==> src/rtl/pipe_pkg.sv <==
// Shared types for elastic (valid/ready) pipeline stages.
package pipe_pkg;

    typedef enum logic [1:0] {
        PS_EMPTY,
        PS_FULL,
        PS_SKID
    } pipe_state_t;

endpackage

==> src/rtl/sat_counter.sv <==
// Saturating up-counter with synchronous clear; clear wins over increment.
module sat_counter #(
    parameter int W = 16
) (
    input  logic         clk,
    input  logic         reset,
    input  logic         clr,
    input  logic         inc,
    output logic [W-1:0] q
);

    always_ff @(posedge clk or posedge reset) begin
        if (reset) begin
            q <= '0;
        end else if (clr) begin
            q <= '0;
        end else if (inc && (q != {W{1'b1}})) begin
            q <= q + 1'b1;
        end
    end

endmodule

==> src/rtl/pipe_skid_reg.sv <==
// Elastic pipeline register: main + skid entry so in_ready can be a flop
// while still sustaining one payload per cycle.
module pipe_skid_reg
    import pipe_pkg::*;
#(
    parameter int               WIDTH     = 32,
    parameter logic [WIDTH-1:0] RESET_VAL = '0,
    parameter int               CNT_W     = 16
) (
    input  logic             clk,
    input  logic             reset,
    input  logic             flush,
    input  logic             in_valid,
    output logic             in_ready,
    input  logic [WIDTH-1:0] in_data,
    output logic             out_valid,
    input  logic             out_ready,
    output logic [WIDTH-1:0] out_data,
    input  logic             cnt_clr,
    output logic [CNT_W-1:0] stall_cnt
);

    pipe_state_t      state, state_n;
    logic [WIDTH-1:0] main_q, main_n;
    logic [WIDTH-1:0] skid_q, skid_n;
    logic             in_ready_q;

    always_comb begin
        state_n = state;
        main_n  = main_q;
        skid_n  = skid_q;
        if (flush) begin
            state_n = PS_EMPTY;
            main_n  = RESET_VAL;
            skid_n  = RESET_VAL;
        end else begin
            case (state)
                PS_EMPTY: begin
                    if (in_valid) begin
                        main_n  = in_data;
                        state_n = PS_FULL;
                    end
                end
                PS_FULL: begin
                    if (out_ready) begin
                        if (in_valid) begin
                            main_n = in_data;
                        end else begin
                            state_n = PS_EMPTY;
                        end
                    end else if (in_valid) begin
                        // in_ready was already high this cycle, so park the beat
                        skid_n  = in_data;
                        state_n = PS_SKID;
                    end
                end
                PS_SKID: begin
                    if (out_ready) begin
                        main_n  = skid_q;
                        state_n = PS_FULL;
                    end
                end
                default: state_n = PS_EMPTY;
            endcase
        end
    end

    always_ff @(posedge clk or posedge reset) begin
        if (reset) begin
            state      <= PS_EMPTY;
            main_q     <= RESET_VAL;
            skid_q     <= RESET_VAL;
            in_ready_q <= 1'b1;
        end else begin
            state      <= state_n;
            main_q     <= main_n;
            skid_q     <= skid_n;
            in_ready_q <= (state_n != PS_SKID);
        end
    end

    assign in_ready  = in_ready_q;
    assign out_valid = (state != PS_EMPTY);
    assign out_data  = main_q;

    sat_counter #(
        .W(CNT_W)
    ) u_stall_cnt (
        .clk   (clk),
        .reset (reset),
        .clr   (cnt_clr),
        .inc   (out_valid & ~out_ready),
        .q     (stall_cnt)
    );

endmodule

==> config.mk <==
export PLATFORM = sky130hd
export DESIGN_NAME = pipe_skid_reg
export DESIGN_NICKNAME = d
export VERILOG_FILES = /design/src/rtl/pipe_pkg.sv /design/src/rtl/sat_counter.sv /design/src/rtl/pipe_skid_reg.sv
export SDC_FILE = /design/constraint.sdc
export NUM_CORES = 1
export LEC_CHECK = 0
export CAP_MARGIN = 20
export CORE_MARGIN = 2
export CORE_UTILIZATION = 38
export DETAILED_ROUTE_END_ITERATION = 12
export GPL_ROUTABILITY_DRIVEN = 0
export HOLD_SLACK_MARGIN = 0.15
export PLACE_DENSITY_LB_ADDON = 0.05
export SKIP_LAST_GASP = 1
export SYNTH_ARGS = -nofsm -noshare
export SYNTH_HDL_FRONTEND = slang
export SYNTH_HIERARCHICAL = 1
export SYNTH_SLANG_ARGS = --single-unit
==> constraint.sdc <==
create_clock -name clk -period 6.3 [get_ports clk]
set_clock_uncertainty 0.2 [all_clocks]
set_input_delay 1.89 -clock clk [delete_from_list [all_inputs] [get_ports clk]]
set_output_delay 1.89 -clock clk [all_outputs]
set_load 0.01 [all_outputs]
* Word level (Yosys, flattened, before mapping)
Index checks and enable logic that the tools add are counted. W data, S select, Z words.
Word-level totals: register bits after elaboration 83, input port bits 38, logic and storage cells 42
Operators by class: add/sub/neg operators 1, equal/unequal tests 7, mux-type cells 18, bitwise logic cells 2, reduce and logical (&&, ||, !) cells 9
Operator list (number):
- $mux W32 | 8
- $pmux W32 S3 | 1
- $mux W16 | 2
- $add A16 B1 Y16 const B | 1
- $ne A16 B16 Y1 const B | 1
- $mux W2 | 6
- $reduce_bool A2 Y1 | 4
- $ne A3 B3 Y1 const B | 2
- $pmux W2 S3 | 1
- $reduce_and A3 Y1 | 2
- $ne A2 B2 Y1 const B | 2
- $reduce_bool A4 Y1 | 1
- $eq A2 B1 Y1 const B | 1
- $eq A2 B2 Y1 const B | 1
- $logic_not A2 Y1 | 1
- $and A1 B1 Y1 | 1
- $logic_and A1 B1 Y1 | 1
- $not A1 Y1 | 1

* Longest topological paths before layout
depth in word-level cells 5, gate-level depth with buffers 7

* By module
Netlist, hierarchy kept.
By module, submodules not included:
- pipe_skid_reg | times used 1, cells an instance 242, area each 3221.8 um2, sequential area each 1677.9 um2
- sat_counter | times used 1, cells an instance 101, area each 932.1 um2, sequential area each 400.4 um2

* Worst setup path before layout
OpenSTA, ideal clock, no wires.
kind input to register, start input out_ready, end register u_stall_cnt.q[13], library setup time 0.078 ns, arrival time 3.282 ns, path slack 2.741 ns, stages 6, cells stage by stage nor2b_1 clkbuf_2 nand3_1 or4_4 or4_1 a21oi_1
On the way: cells in the longest elaborated chain, start to end 4
Ends and longest elaborated chain:
- from (decl) | line pipe_skid_reg.sv:17 | input logic out_ready,
- $not A1 Y1 | line pipe_skid_reg.sv:92 | .inc (out_valid & ~out_ready),
- $and A1 B1 Y1 | line pipe_skid_reg.sv:92
- $logic_and A1 B1 Y1 | line sat_counter.sv:17 | end else if (inc && (q != {W{1'b1}})) begin
- $reduce_bool A2 Y1 (no line)
- to (signal assigned) | line sat_counter.sv:18 | q <= q + 1'b1;
- to (decl) | line sat_counter.sv:9 | output logic [W-1:0] q
No other way between the ends. A chain may end at the register's enable or synchronous reset.

* Worst setup path in the final report
Ends and elaborated chain as after synthesis.

==> results by group <==
Synthesis
  • Synth Net Count: 382
  • Post-Syn Area: 4150 um2
  • Synth unique cells: 45
  • Ranking of synthesized cells by area: dfrtp_1 (49%), a211oi_2 (9.0%), mux2i_1 (8.0%)
  • Count leader, synth: dfrtp_1
  • Synth cell count leaders: dfrtp_1 (82), a211oi_1 (35), mux2i_1 (33), a22o_1 (32), a211oi_2 (30)
  • Top-area cell type share of the netlist area: 0.494
  • Register area share after synthesis: 0.500
  • Synthesized area per cell: 12.1 um2
  • Cell count after synthesis: 343
  • Post-synth EDFFs: 0
  • Synth Register Bits: 83
  • Synth area leader: dfrtp_1
  • Main synth FF type: dfrtp_1
  • Fraction of registers with async set/reset: 1.00
  • Synth Warn #: 6

Floorplanning
  • Initial core utilization: 0.387
  • Core Rows: 38
  • Die height: 109 um
  • Die span in x: 109 um
  • Core area: 10700 um2
  • Die ar.: 11800 um2
  • Ports: 88

Worst setup path
  • Critical path class: in2reg
  • Worst path cell trace: clkdlybuf4s50_1 > nor2b_1 > nand3_1 > or4_4 > or4_1 > a21oi_1
  • Largest delay share family, worst path: simple AND/OR/NAND/NOR gates
  • Slowest cell delay on critical path: 0.53 ns
  • CP arrival: 4.32 ns
  • CP endpoint kind: register
  • Slowest library cell on the worst path: clkdlybuf4s50_1
  • Reg2Reg Depth: 6
  • Worst endpoint required time: 6.38 ns
  • Stages on worst setup path: 6
  • Crit path buffers/inverters: 1
  • CP Launch Type: input port
  • CP max FO: 8

Clock network
  • CTS sink cnt: 83
  • Setup repair bufs after CTS: 0
  • Root Driver: clkbuf_8
  • CTS clk-pin slew, worst paths: 0.08 ns
  • Hold_buf cts: 0
  • CTS Buffer Depth: 2
  • CTS H-tree lvls: 3
  • Resize count post-CTS: 0
  • Clock Latency Late Sink: 0.36 ns
  • CTS tree: built
  • CTS buffer count: 9

Finish
  • Synth-to-layout area growth: 26.6%
  • Layout cell share with drive strength beyond 1: 0.155
  • Final Util: 0.490
  • Final instance area: 5260 um2
  • Fin nets: 453
  • Antenna diodes: 0

Pwr
  • Leakage power: 2.28 nW
  • Maximum vdd drop: 0.000121 V
  • Pwr dens: 229 nW/um2

Min path
  • Hold path cells: 1
  • Hold Crit Class: reg2reg

Placed design
  • Placed Area: 5050 um2
  • Port Buffers: 87
  • Hpwl dp: 6.40 mm
  • Pre-CTS setup slack: 1.67 ns

Drt
  • Drt drc: 0
  • DR WL/cell: 19.4 um
  • Final ANT Viol Nets: 0
  • Vias: 3186
  • DRT Pass-1 Iters: 4
  • Total Wirelength: 10.8 mm
  • DRT iter0 DRCs: 153
  • Vias per cell: 5.70

STA
  • Hold Vio Cnt, Final: 0
  • Final Worst Setup Slack: 2.06 ns
  • Max frequency: 236 MHz
  • Unrepaired setup endpoints after global routing: false
  • Slew @ Worst Pin: 0.885 ns
  • Post-route clock period utilization: 0.673
  • Setup Viol. Count Final: 0
  • Period minus WS final: 4.24 ns
  • Rel. slew slack: 0.409
  • Slew Viols, Final: 0
  • Final TNS setup: 0 ns

GRT
  • Largest net degree at the start of global routing: 38
  • First-pass GRT wire length: 17.7 mm
  • GRT overflow: 0
  • Antenna violations before repair: 0
  • Vias in the first global route: 3276
  • GRT Total Usage: 0.196

Job
  • Max Cap Viol: 0

Status
  • Status: finished, final reports clean
[worst reg2reg max path: cells and delay by family, from the launching register on]
family / cells / cell delay (ns)
AOI/OAI and AO/OA: 1 / 0.15
DFF: 1 / 0.48
and+or+nand+nor: 5 / 1.87
[kinds of logic (layout without fill, tap and decap cells)]
family,Yosys count,count (layout),share of synthesized area
buffers and inverters,37,113,0.0521
AO/OA/AOI/OAI,126,126,0.265
multiplexers,36,36,0.0886
AND/OR/NAND/NOR,60,60,0.0910
adder cells (fa/ha/maj),1,1,0.00301
flip-flops,83,83,0.500
[cell type report]
cell class / instances / area [um2]
Timing Repair Buffer: 92 / 903
Tap cell: 140 / 175
Inverter: 5 / 18.8
Sequential cell: 83 / 2080
Clock buffer: 10 / 128
Multi-Input combinational cell: 223 / 1880
Fill cell: 1021 / 5490
Clock inverter: 6 / 80.1
[report_power, final]
part / switching (mW) / total (mW) / leakage [nW] / internal, mW
Clock: 0.199 / 0.419 / 0.110 / 0.221
Combinational: 0.107 / 0.207 / 1.05 / 0.0998
Sequential: 0.0181 / 0.577 / 1.12 / 0.559
Total: 0.324 / 1.20 / 2.28 / 0.880
[flip-flops by register name, summed over array words and instances, names as in the netlist]
signal,cells
state,2
out_data,32
skid_q,32
in_ready,1
u_stall_cnt/q,16
[placed cells by master, fill, tap and decap left out, drive strengths merged, types with 3 or more instances in the layout]
master          n
mux2i          33
nand4           5
nand2b          3
nand3           7
o21ai           5
nor2b           5
nand2           8
or4             8
a22o           32
inv             5
a21oi          13
or3             7
o31ai           5
nor3            4
mux2            3
nor2            4
nor4            3
clkinv          4
buf             6
clkbuf         10
a211oi         65
dfrtp          82
clkdlybuf4s50  86
[through the flow]
step	hold slack [ns]	cells	total power, mW
3_3_place_gp	0.288	543	0.794
4_1_cts	0.315	559	1.22
5_1_grt	0.325	559	1.26
2_1_floorplan	0.272	343	0.702
6_report	0.312	559	1.20
3_5_place_dp	0.291	543	0.797
[path summary, 6_finish.rpt]
kind / start / endpoint / slack (ns)
worst max register to register: state[1] / u_stall_cnt/q[13] / 3.52
worst min register to register: skid_q[18] / skid_q[18] / 0.31
worst max-delay path: out_ready / u_stall_cnt/q[13] / 2.06
max in group asynchronous: reset / in_ready / 3.12
worst min-delay path: skid_q[18] / skid_q[18] / 0.31
min in group asynchronous: reset / u_stall_cnt/q[0] / 1.77
[layer usage]
| layer | vias up | part of all wire | track usage |
|---|---|---|---|
| li1 | 1496 | - | - |
| met1 | 1599 | 0.45 | 0.259 |
| met2 | 82 | 0.48 | 0.317 |
| met3 | 9 | 0.061 | 0.0567 |
| met4 | 0 | 0.0098 | 0.0476 |
| met5 | - | 0 | 0 |
Note: power is estimated with default switching activity, not from simulation.
